[config.mk]
export PLATFORM = sky130hd
export DESIGN_NAME = reg_file_param_flat
export DESIGN_NICKNAME = d
export VERILOG_FILES = /design/src/rtl/reg_file_param_if.sv /design/src/rtl/reg_file_param.sv /design/src/flat_wrapper.sv
export SDC_FILE = /design/constraint.sdc
export NUM_CORES = 1
export LEC_CHECK = 0
export CORE_ASPECT_RATIO = 0.8
export CORE_UTILIZATION = 56
export CTS_CLUSTER_DIAMETER = 120
export DETAILED_ROUTE_END_ITERATION = 7
export PLACE_DENSITY = 0.76
export RECOVER_POWER = 25
export SLEW_MARGIN = 20
export SYNTH_ARGS = -nofsm -noshare
export SYNTH_HDL_FRONTEND = slang
export SYNTH_SLANG_ARGS = --single-unit
export TNS_END_PERCENT = 5
[constraint.sdc]
create_clock -name clk -period 2 [get_ports clk]
set_input_delay 0.5 -clock clk [delete_from_list [all_inputs] [get_ports clk]]
set_output_delay 0.5 -clock clk [all_outputs]
set_load 0.01 [all_outputs]
[src/rtl/reg_file_param_if.sv]
// Bus bundle for reg_file_param: read selects, write port, pc/flags inputs,
// clear request, and the registered read/flags/busy outputs.
interface reg_file_param_if #(
    parameter int WIDTH  = 16,
    parameter int DEPTH  = 16,
    parameter int FLAG_W = 4
);
    localparam int ADDR_W = $clog2(DEPTH);

    logic [ADDR_W-1:0] sel1;
    logic [ADDR_W-1:0] sel2;
    logic [ADDR_W-1:0] wr_sel;
    logic [WIDTH-1:0]  in;
    logic              write_en;
    logic [WIDTH-1:0]  pc;
    logic [FLAG_W-1:0] flags_in;
    logic              flags_we;
    logic              clear_req;
    logic [WIDTH-1:0]  out1;
    logic [WIDTH-1:0]  out2;
    logic [FLAG_W-1:0] flags_out;
    logic              busy;

    modport master (
        output sel1, sel2, wr_sel, in, write_en, pc, flags_in, flags_we, clear_req,
        input  out1, out2, flags_out, busy
    );

    modport slave (
        input  sel1, sel2, wr_sel, in, write_en, pc, flags_in, flags_we, clear_req,
        output out1, out2, flags_out, busy
    );
endinterface

[src/rtl/reg_file_param.sv]
// Register file: r0 hardwired zero, r[DEPTH-2] flags, r[DEPTH-1] PC mirror, clear sweep.
// Define REGFILE_BYPASS_EN to forward same-edge writes into the read ports.
module reg_file_param #(
    parameter int WIDTH  = 16,
    parameter int DEPTH  = 16,
    parameter int FLAG_W = 4
) (
    input logic             clk,
    input logic             rst,
    reg_file_param_if.slave bus
);
    localparam int ADDR_W  = $clog2(DEPTH);
    localparam int TOP_GPR = DEPTH - 3;
    localparam logic [ADDR_W-1:0] FLAG_IDX = ADDR_W'(DEPTH - 2);
    localparam logic [ADDR_W-1:0] PC_IDX   = ADDR_W'(DEPTH - 1);

    typedef enum logic {IDLE, SWEEP} state_t;

    state_t                       state, state_nxt;
    logic [ADDR_W-1:0]            cnt, cnt_nxt;
    logic                         sweep_zero;
    logic                         gpr_we;
    logic [TOP_GPR:1][WIDTH-1:0]  gpr;
    logic [FLAG_W-1:0]            flags, flags_nxt;
    logic [WIDTH-1:0]             pc_q;
    logic [DEPTH-1:0][WIDTH-1:0]  view_old, view_rd;

    assign gpr_we   = bus.write_en && (state == IDLE);
    assign bus.busy = (state == SWEEP);
    assign bus.flags_out = flags;

    always_ff @(posedge clk or negedge rst) begin
        if (!rst) begin
            state <= IDLE;
            cnt   <= '0;
        end else begin
            state <= state_nxt;
            cnt   <= cnt_nxt;
        end
    end

    always_comb begin
        state_nxt  = state;
        cnt_nxt    = cnt;
        sweep_zero = 1'b0;
        case (state)
            IDLE: begin
                if (bus.clear_req) begin
                    state_nxt = SWEEP;
                    cnt_nxt   = ADDR_W'(1);
                end
            end
            SWEEP: begin
                sweep_zero = 1'b1;
                cnt_nxt    = cnt + 1'b1;
                if (cnt == ADDR_W'(TOP_GPR))
                    state_nxt = IDLE;
            end
            default: state_nxt = IDLE;
        endcase
    end

    // Writes are only accepted in IDLE, so they never collide with sweep zeroing.
    always_ff @(posedge clk or negedge rst) begin
        if (!rst) begin
            gpr <= '0;
        end else begin
            for (int k = 1; k <= TOP_GPR; k++) begin
                if (gpr_we && bus.wr_sel == ADDR_W'(k))
                    gpr[k] <= bus.in;
                else if (sweep_zero && cnt == ADDR_W'(k))
                    gpr[k] <= '0;
            end
        end
    end

    // flags_we beats a GPR write aimed at the flags slot.
    always_comb begin
        flags_nxt = flags;
        if (gpr_we && bus.wr_sel == FLAG_IDX)
            flags_nxt = bus.in[FLAG_W-1:0];
        if (bus.flags_we)
            flags_nxt = bus.flags_in;
    end

    always_ff @(posedge clk or negedge rst) begin
        if (!rst) begin
            flags <= '0;
            pc_q  <= '0;
        end else begin
            flags <= flags_nxt;
            pc_q  <= bus.pc;
        end
    end

    always_comb begin
        view_old = '0;
        for (int k = 1; k <= TOP_GPR; k++)
            view_old[k] = gpr[k];
        view_old[FLAG_IDX] = WIDTH'(flags);
        view_old[PC_IDX]   = pc_q;
    end

`ifdef REGFILE_BYPASS_EN
    // Sweep zeroing is deliberately not forwarded; only architectural writes are.
    always_comb begin
        view_rd = view_old;
        for (int k = 1; k <= TOP_GPR; k++)
            if (gpr_we && bus.wr_sel == ADDR_W'(k))
                view_rd[k] = bus.in;
        view_rd[FLAG_IDX] = WIDTH'(flags_nxt);
        view_rd[PC_IDX]   = bus.pc;
    end
`else
    assign view_rd = view_old;
`endif

    always_ff @(posedge clk or negedge rst) begin
        if (!rst) begin
            bus.out1 <= '0;
            bus.out2 <= '0;
        end else begin
            bus.out1 <= view_rd[bus.sel1];
            bus.out2 <= view_rd[bus.sel2];
        end
    end
endmodule
[src/flat_wrapper.sv]
// flat-port wrapper written by rule: the top's interface ports become plain ports
module reg_file_param_flat 
#(
    parameter int WIDTH  = 16,
    parameter int DEPTH  = 16,
    parameter int FLAG_W = 4
)
  (clk, rst, bus_sel1, bus_sel2, bus_wr_sel, bus_in, bus_write_en, bus_pc, bus_flags_in, bus_flags_we, bus_clear_req, bus_out1, bus_out2, bus_flags_out, bus_busy);
  reg_file_param_if #(.WIDTH(WIDTH), .DEPTH(DEPTH), .FLAG_W(FLAG_W)) bus_i ();
  input logic clk;
  input logic rst;
  input wire logic [$bits(bus_i.sel1)-1:0] bus_sel1;
  input wire logic [$bits(bus_i.sel2)-1:0] bus_sel2;
  input wire logic [$bits(bus_i.wr_sel)-1:0] bus_wr_sel;
  input wire logic [$bits(bus_i.in)-1:0] bus_in;
  input wire logic [$bits(bus_i.write_en)-1:0] bus_write_en;
  input wire logic [$bits(bus_i.pc)-1:0] bus_pc;
  input wire logic [$bits(bus_i.flags_in)-1:0] bus_flags_in;
  input wire logic [$bits(bus_i.flags_we)-1:0] bus_flags_we;
  input wire logic [$bits(bus_i.clear_req)-1:0] bus_clear_req;
  output wire logic [$bits(bus_i.out1)-1:0] bus_out1;
  output wire logic [$bits(bus_i.out2)-1:0] bus_out2;
  output wire logic [$bits(bus_i.flags_out)-1:0] bus_flags_out;
  output wire logic [$bits(bus_i.busy)-1:0] bus_busy;
  assign bus_i.sel1 = bus_sel1;
  assign bus_i.sel2 = bus_sel2;
  assign bus_i.wr_sel = bus_wr_sel;
  assign bus_i.in = bus_in;
  assign bus_i.write_en = bus_write_en;
  assign bus_i.pc = bus_pc;
  assign bus_i.flags_in = bus_flags_in;
  assign bus_i.flags_we = bus_flags_we;
  assign bus_i.clear_req = bus_clear_req;
  assign bus_out1 = bus_i.out1;
  assign bus_out2 = bus_i.out2;
  assign bus_flags_out = bus_i.flags_out;
  assign bus_busy = bus_i.busy;
  reg_file_param #(.WIDTH(WIDTH), .DEPTH(DEPTH), .FLAG_W(FLAG_W)) u_core (.clk(clk), .rst(rst), .bus(bus_i));
endmodule
==> metrics.md, run 1 <==
| Metric | Value |
|---|---|
| Share of cells above drive strength 1 | `0.2627` |
| Yosys warnings | `0` |
| Clock Skew | `0.01404 ns` |
| Syn Area/Cell | `13.52 sq um` |
| Row count | `49` |
| Root Buffer | `clkbuf_16` |
| Die Height | `139.6 um` |
| Area delta synth->final | `24.05%` |
| Clock-pin slew on the worst setup and hold paths | `0.06 ns` |
| Routed vias/inst | `7.111` |
| DRC viols | `0` |
| DR pass1 iterations | `5` |
| Total Routing Usage GR | `0.3445` |
| Async set or reset register ratio after synthesis | `1.000` |
| Worst-Margin Slew | `1.286 ns` |
| WP data arrival | `approximately 1.5 ns` |
| Outcome | `complete, no violations` |
| Clk_lat worst skew | `0.54 ns` |
| Via count | `10280` |
| Slowest cell on crit path | `clkdlybuf4s50_1` |
| Starting density of the core | `0.5794` |
| CP cell instances | `clkdlybuf4s50_1` |
| Tcrit/Tclk final | `0.9946` |
| Setup crit start | `u_core.bus.out2[12]` |
| Hold crit path type | `in2reg` |
| Unrepaired setup endpoints after global routing | `false` |
| Post-synthesis sequential area ratio | `0.5005` |
| CP bufs+invs | `1` |
| WL per Instance | `28.49 um` |
| Initial DRC Count | `1353` |
| CP peak stage delay | `0.57 ns` |
| Area of the core | `22870 sq um` |
| Antenna violations before repair | `1` |
| Final setup margin | `0.01071 ns` |
| CP required | `1.50 ns` |
| # setup viols final | `0` |
| Detailed placer's ending HPWL | `27210 um` |
| Grt ovf | `0` |
| Worst r2r src | `u_core.bus.busy` |
| Worst slew margin | `0.1428` |
| Synthesized area | `13250 sq um` |
| CTS Buf Count | `26` |
| Most frequent cells in the layout | `264 x dfrtp_1, 208 x a22o_1, 96 x mux2i_1` |
| R2r worst-path depth | `5` |
| Final hold vios | `0` |
| EDFF count, synth | `0` |
| Routability congestion estimate | `0.8999` |
| Fmax achieved | `0.5027 GHz` |
| Clock Path Buffers | `3` |
| Worst VDD drop | `0.8452 mV` |
| R2r setup slk | `between 0.2 and 0.3 ns` |
| Ports | `90` |
| CTS sink cnt | `265` |
| Net count, final | `~1200` |
| Post-Synthesis Cells | `980` |
| Final slew viol count | `0` |
| First-pass GRT wire length | `63290 um` |
| WS Path Type | `reg2out` |
| Delay-heaviest family, CP | `buffers and inverters` |
| CTS H-tree lvls | `1` |
| Ys flop type | `dfrtp_1` |
| Non-Filler Instances | `1445` |
| TritonCTS clock tree | `yes` |
| Largest net degree at the start of global routing | `53` |
| Crit Path Max Fanout | `1` |
| Die extent in x | `174.0 um` |
| Critical R2R Capture | `u_core.gpr[10]` |
| Yosys reg bits | `265` |
| Crit end category | `output port` |
| Via count of the first global-routing pass | `between 10000 and 15000` |
| Syn_nets | `1037` |
| Commonest non-fill, non-tap cell in the layout | `dfrtp_1` |
| Critical Path End | `bus_out2[12]` |
| Count of buffers from port buffering | `89` |
| Maximum capacitance violations | `0` |
| Shortest period the worst path allows | `1.989 ns` |
| WL final | `approximately 41000 um` |
| Pre-CTS setup slack | `-0.2144 ns` |
| Pwr/cell area | `a little over 1000 nW/um^2` |
| Die footprint | `24280 sq um` |
| Leak Pwr | `7.474 nW` |
| Detail Route Antenna Nets | `0` |
| Startpoint types | `flip-flop` |
| Placed insts | `1397` |
| Worst path depth | `1` |
| Netlist cell types | `between 40 and 50` |
through the flow:
stage,util,power (mW),TNS [ns],instance area [sq um],hold WS (ns)
2_1_floorplan,-,9.450,0,13250,0.2044
4_1_cts,0.7189,16.64,0,16440,0.3899
3_3_place_gp,0.6787,11.28,-17.36,15520,0.4181
3_5_place_dp,0.6787,11.42,-24.07,15520,0.4168
6_report,0.7188,16.70,0,16440,0.5125
5_1_grt,0.7188,17.25,0,16440,0.5059
what timing repair did:
action	4_1_cts	5_1_grt
resized for setup	5	2
hold buffers	1	0
cloned	0	0
setup buffers	1	0
endpoints found under the hold margin	34	0
setup endpoints to repair	5	2
routing by layer:
layer | global-route usage | wire length, um
met3 | 0.09098 | 4847
met1 | 0.5052 | 16760
met4 | 0.1145 | 1445
met5 | 0 | 0
met2 | 0.4998 | 18110
kinds of logic after synthesis:
group                    Yosys count  synth area share
AND/OR/NAND/NOR                  110           0.04901
flip-flops                       265            0.5005
buffers and inverters            101           0.03909
adder cells (fa/ha/maj)            4          0.003777
XOR/XNOR                           2          0.001322
multiplexers                     206            0.2195
AO/OA/AOI/OAI                    292            0.1868
flip-flops by register name (all words and copies together) (netlist names):
signal and count:
u_core.cnt 4, u_core.pc_q 16, u_core.bus.out1 16, u_core.bus.flags_out 4
u_core.bus.busy 1, u_core.gpr 208, u_core.bus.out2 16
worst min-delay path by stage:
| stage | startpoint | to | slack, ns | depth (start not counted) |
|---|---|---|---|---|
| 2_1_floorplan | rst | u_core.bus.busy | 0.20 | 0 |
| 3_3_place_gp | rst | u_core.cnt[0] | 0.42 | 1 |
| 3_5_place_dp | rst | u_core.cnt[0] | 0.42 | 1 |
| 4_1_cts | bus_pc[0] | u_core.pc_q[0] | 0.39 | 1 |
| 5_1_grt | bus_pc[0] | u_core.pc_q[0] | 0.51 | 1 |
| 6_report | bus_pc[0] | u_core.pc_q[0] | 0.51 | 1 |
final cells by class:
class,count,area [sq um]
antenna,1,2.502
clock buffer,36,759.5
clock inverter,9,145.1
fill,1504,6431
inverter,4,15.01
multi-input combinational,614,6101
sequential,265,6633
tap,306,382.9
timing repair buffer,210,2399
power by group:
part | internal, mW | switching [mW] | total, mW
registers | 6.30 | 0.869 | 7.17
clock network | 3.15 | 2.07 | 5.22
logic | 2.25 | 2.06 | 4.31
cells in the mapped netlist, types with 9 or more instances:
cell / n / area, sq um
mux2_2: 47 / 529.3
o22ai_1: 15 / 93.84
a22o_1: 208 / 1822
dfrtp_1: 265 / 6631
nor3_1: 12 / 60.06
buf_2: 51 / 255.2
mux4_2: 63 / 1419
a21oi_2: 9 / 78.83
a221oi_1: 30 / 262.8
nand2_1: 30 / 112.6
mux2i_1: 96 / 960.9
and4b_1: 9 / 90.09
clkbuf_1: 29 / 108.9
nor2_1: 22 / 82.58
Power figures use the tool's default switching activity.
==> run 2, diff against run 1 <==
==> constraint.sdc (replaced) <==
create_clock -name clk -period 2.45 [get_ports clk]
set_input_delay 0.6125 -clock clk [delete_from_list [all_inputs] [get_ports clk]]
set_output_delay 0.6125 -clock clk [all_outputs]
set_load 0.01 [all_outputs]
==> metrics.md, run 2 (synthesis gave the netlist of run 1 again) <==
| Metric | Value |
|---|---|
| Outcome | `complete, but fails checks (was complete, no violations)` |
| Failing checks | `max-capacitance violations, max-slew violations` |
| Register name with the most flops | `u_core.gpr (unchanged)` |
| Crit end category | `output port (unchanged)` |
| CP required | `1.84 ns (was 1.50 ns)` |
| Ports | `90 (unchanged)` |
| Clock network power share | `0.308 (was 0.313)` |
| Net count, final | `1140 (was 1178)` |
| Via count | `10060 (was 10280)` |
| Share of cells above drive strength 1 | `0.2377 (was 0.2627)` |
| R2r worst-path depth | `5 (unchanged)` |
| Shortest period the worst path allows | `around 2.3 ns` |
| Clk_lat worst skew | `0.54 ns (about the same)` |
| Largest net degree at the start of global routing | `57 (was 53)` |
| Slowest cell on crit path | `clkdlybuf4s50_1 (unchanged)` |
| Maximum capacitance violations | `1 (was 0)` |
| Worst slew margin | `-0.02318 (was 0.1428)` |
| Count of buffers from port buffering | `89 (unchanged)` |
| Hold WS | `0.4472 ns (was 0.5125 ns)` |
| Row count | `49 (unchanged)` |
| CTS sink cnt | `265 (unchanged)` |
| First-pass GRT wire length | `62830 um (was 63290 um)` |
| Area of the core | `22870 sq um (unchanged)` |
| TritonCTS clock tree | `yes (unchanged)` |
| CTS Buf Count | `27 (was 26)` |
| Logic pwr share | `0.246 (was 0.258)` |
| Die Height | `139.6 um (unchanged)` |
| Max reg flops | `208 (unchanged)` |
| Startpoint types | `flip-flop (unchanged)` |
| CP peak stage delay | `0.54 ns (was 0.57 ns)` |
| Initial DRC Count | `1317 (was 1353)` |
| P_sw | `4.034 mW (was 5.005 mW)` |
| WP data arrival | `1.73 ns (was 1.49 ns)` |
| Fmax achieved | `0.4262 GHz` |
| Fillers | `1614 (was 1504)` |
| Worst VDD drop | `0.7784 mV (was 0.8452 mV)` |
| Antenna violations before repair | `0 (was 1)` |
| Hold buffers post-CTS | `0 (was 1)` |
| Unrepaired setup endpoints after global routing | `false (unchanged)` |
| Total Routing Usage GR | `0.3440 (was 0.3445)` |
| Most frequent cells in the layout | `264 x dfrtp_1, 208 x a22o_1, 96 x mux2i_1 (unchanged)` |
| DR pass1 iterations | `8 (was 5)` |
| Detail Route Antenna Nets | `0 (unchanged)` |
| Leak Pwr | `7.106 nW (was 7.474 nW)` |
| Net Sw Frac | `0.3072 (was 0.2997)` |
| DRC viols | `0 (unchanged)` |
| WL per Instance | `28.79 um (was 28.49 um)` |
| Worst r2r src | `u_core.cnt[1] (was u_core.bus.busy)` |
| WL final | `40540 um (was 41160 um)` |
| ANT cells | `0 (was 1)` |
| Worst-Margin Slew | `1.535 ns (was 1.286 ns)` |
| Tcrit/Tclk final | `0.9576` |
| Routed vias/inst | `7.146 (was 7.111)` |
| Final setup margin | `0.1038 ns (was 0.01071 ns)` |
| Pwr/cell area | `832.3 nW/um^2 (was 1016 nW/um^2)` |
| Final hold vios | `0 (unchanged)` |
| Grt ovf | `0 (unchanged)` |
| WS Path Type | `reg2out (unchanged)` |
| Die extent in x | `174.0 um (unchanged)` |
| Root Buffer | `clkbuf_16 (unchanged)` |
| Crit Path Max Fanout | `11 (was 1)` |
| Cell Area, Placed | `14920 sq um (was 15520 sq um)` |
| R2r setup slk | `0.35 ns (was 0.29 ns)` |
| Pint | `9.096 mW (was 11.70 mW)` |
| Clock-pin slew on the worst setup and hold paths | `0.06 ns (about the same)` |
| Pre-CTS setup slack | `-0.2649 ns (was -0.2144 ns)` |
| # Post-CTS Setup Buffers | `0 (was 1)` |
| Hold crit path type | `in2async (was in2reg)` |
| Post_cts resized | `1 (was 5)` |
| # setup viols final | `0 (unchanged)` |
| Die footprint | `24280 sq um (unchanged)` |
| Critical R2R Capture | `u_core.gpr[64] (was u_core.gpr[10])` |
| Routability congestion estimate | `0.8634 (was 0.8999)` |
| Register share of total power | `0.446 (was 0.429)` |
| Post-route cell area | `15780 sq um (was 16440 sq um)` |
| Area delta synth->final | `19.06% (was 24.05%)` |
| Clock Path Buffers | `3 (unchanged)` |
| Detailed placer's ending HPWL | `26250 um (was 27210 um)` |
| Via count of the first global-routing pass | `10040 (was 10280)` |
| Final slew viol count | `56 (was 0)` |
| Clock Skew | `0.01037 ns (was 0.01404 ns)` |
| CP cell instances | `buf_4 -> clkdlybuf4s50_1 (was clkdlybuf4s50_1)` |
| Commonest non-fill, non-tap cell in the layout | `dfrtp_1 (unchanged)` |
| Starting density of the core | `0.5794 (unchanged)` |
| CTS H-tree lvls | `1 (unchanged)` |
## run 2: layout make-up
class / instances / area [sq um] / area share
flip-flops and latches: 265 / 6633 / 0.4204
well taps: 306 / 382.9 / 0.02427
clock buffers: 40 / 794.5 / 0.05036
clock inverters: 8 / 67.56 / 0.004283
inverters: 4 / 15.01 / 0.0009518
multi-input cells: 614 / 6133 / 0.3888
repair buffers: 171 / 1749 / 0.1109
## run 2: routing by layer
metal,wire [um],up-vias,global-route usage
met5,0,-,0
met3,4943,92,0.1055
met2,17970,660,0.4998
li1,-,4115,-
met4,1326,0,0.1057
met1,16300,5195,0.4978
## run 2: metrics by stage
| step | power (mW) | std cells | util | setup TNS (ns) |
|---|---|---|---|---|
| final | 13.13 | 1408 | 0.6898 | 0 |
| after global routing | 13.63 | 1408 | 0.6898 | 0 |
| after CTS | 13.08 | 1408 | 0.6901 | 0 |
| after detailed placement | 9.029 | 1360 | 0.6524 | -19.93 |
| after global placement | 8.919 | 1360 | 0.6524 | -15.13 |
| after floorplan | 7.715 | 980 | - | 0 |
## run 2: critical path: cells and delay by family, from the launching register on
kind     cells  cell delay, ns
flops        1            0.46
buf+inv      2            0.73
## run 2: worst max-delay path by stage
stage	endpoint	startpoint	slack, ns	depth (start not counted)
floorplan	u_core.bus.out2[14]	bus_sel2[0]	0.60	5
global placement	u_core.gpr[144]	bus_wr_sel[2]	-0.16	4
detailed placement	u_core.gpr[142]	bus_wr_sel[2]	-0.26	4
CTS	bus_busy	u_core.bus.busy	0.09	2
global route	bus_busy	u_core.bus.busy	0.04	2
finish	bus_busy	u_core.bus.busy	0.10	2
## run 2: power groups by stage
stage	Clock [mW]	Sequential, mW	Combinational [mW]
2_1_floorplan	0	5.67	2.05
3_3_place_gp	0	5.83	3.09
3_5_place_dp	0	5.85	3.17
4_1_cts	4.08	5.81	3.19
5_1_grt	4.27	5.93	3.43
6_report	4.05	5.85	3.23
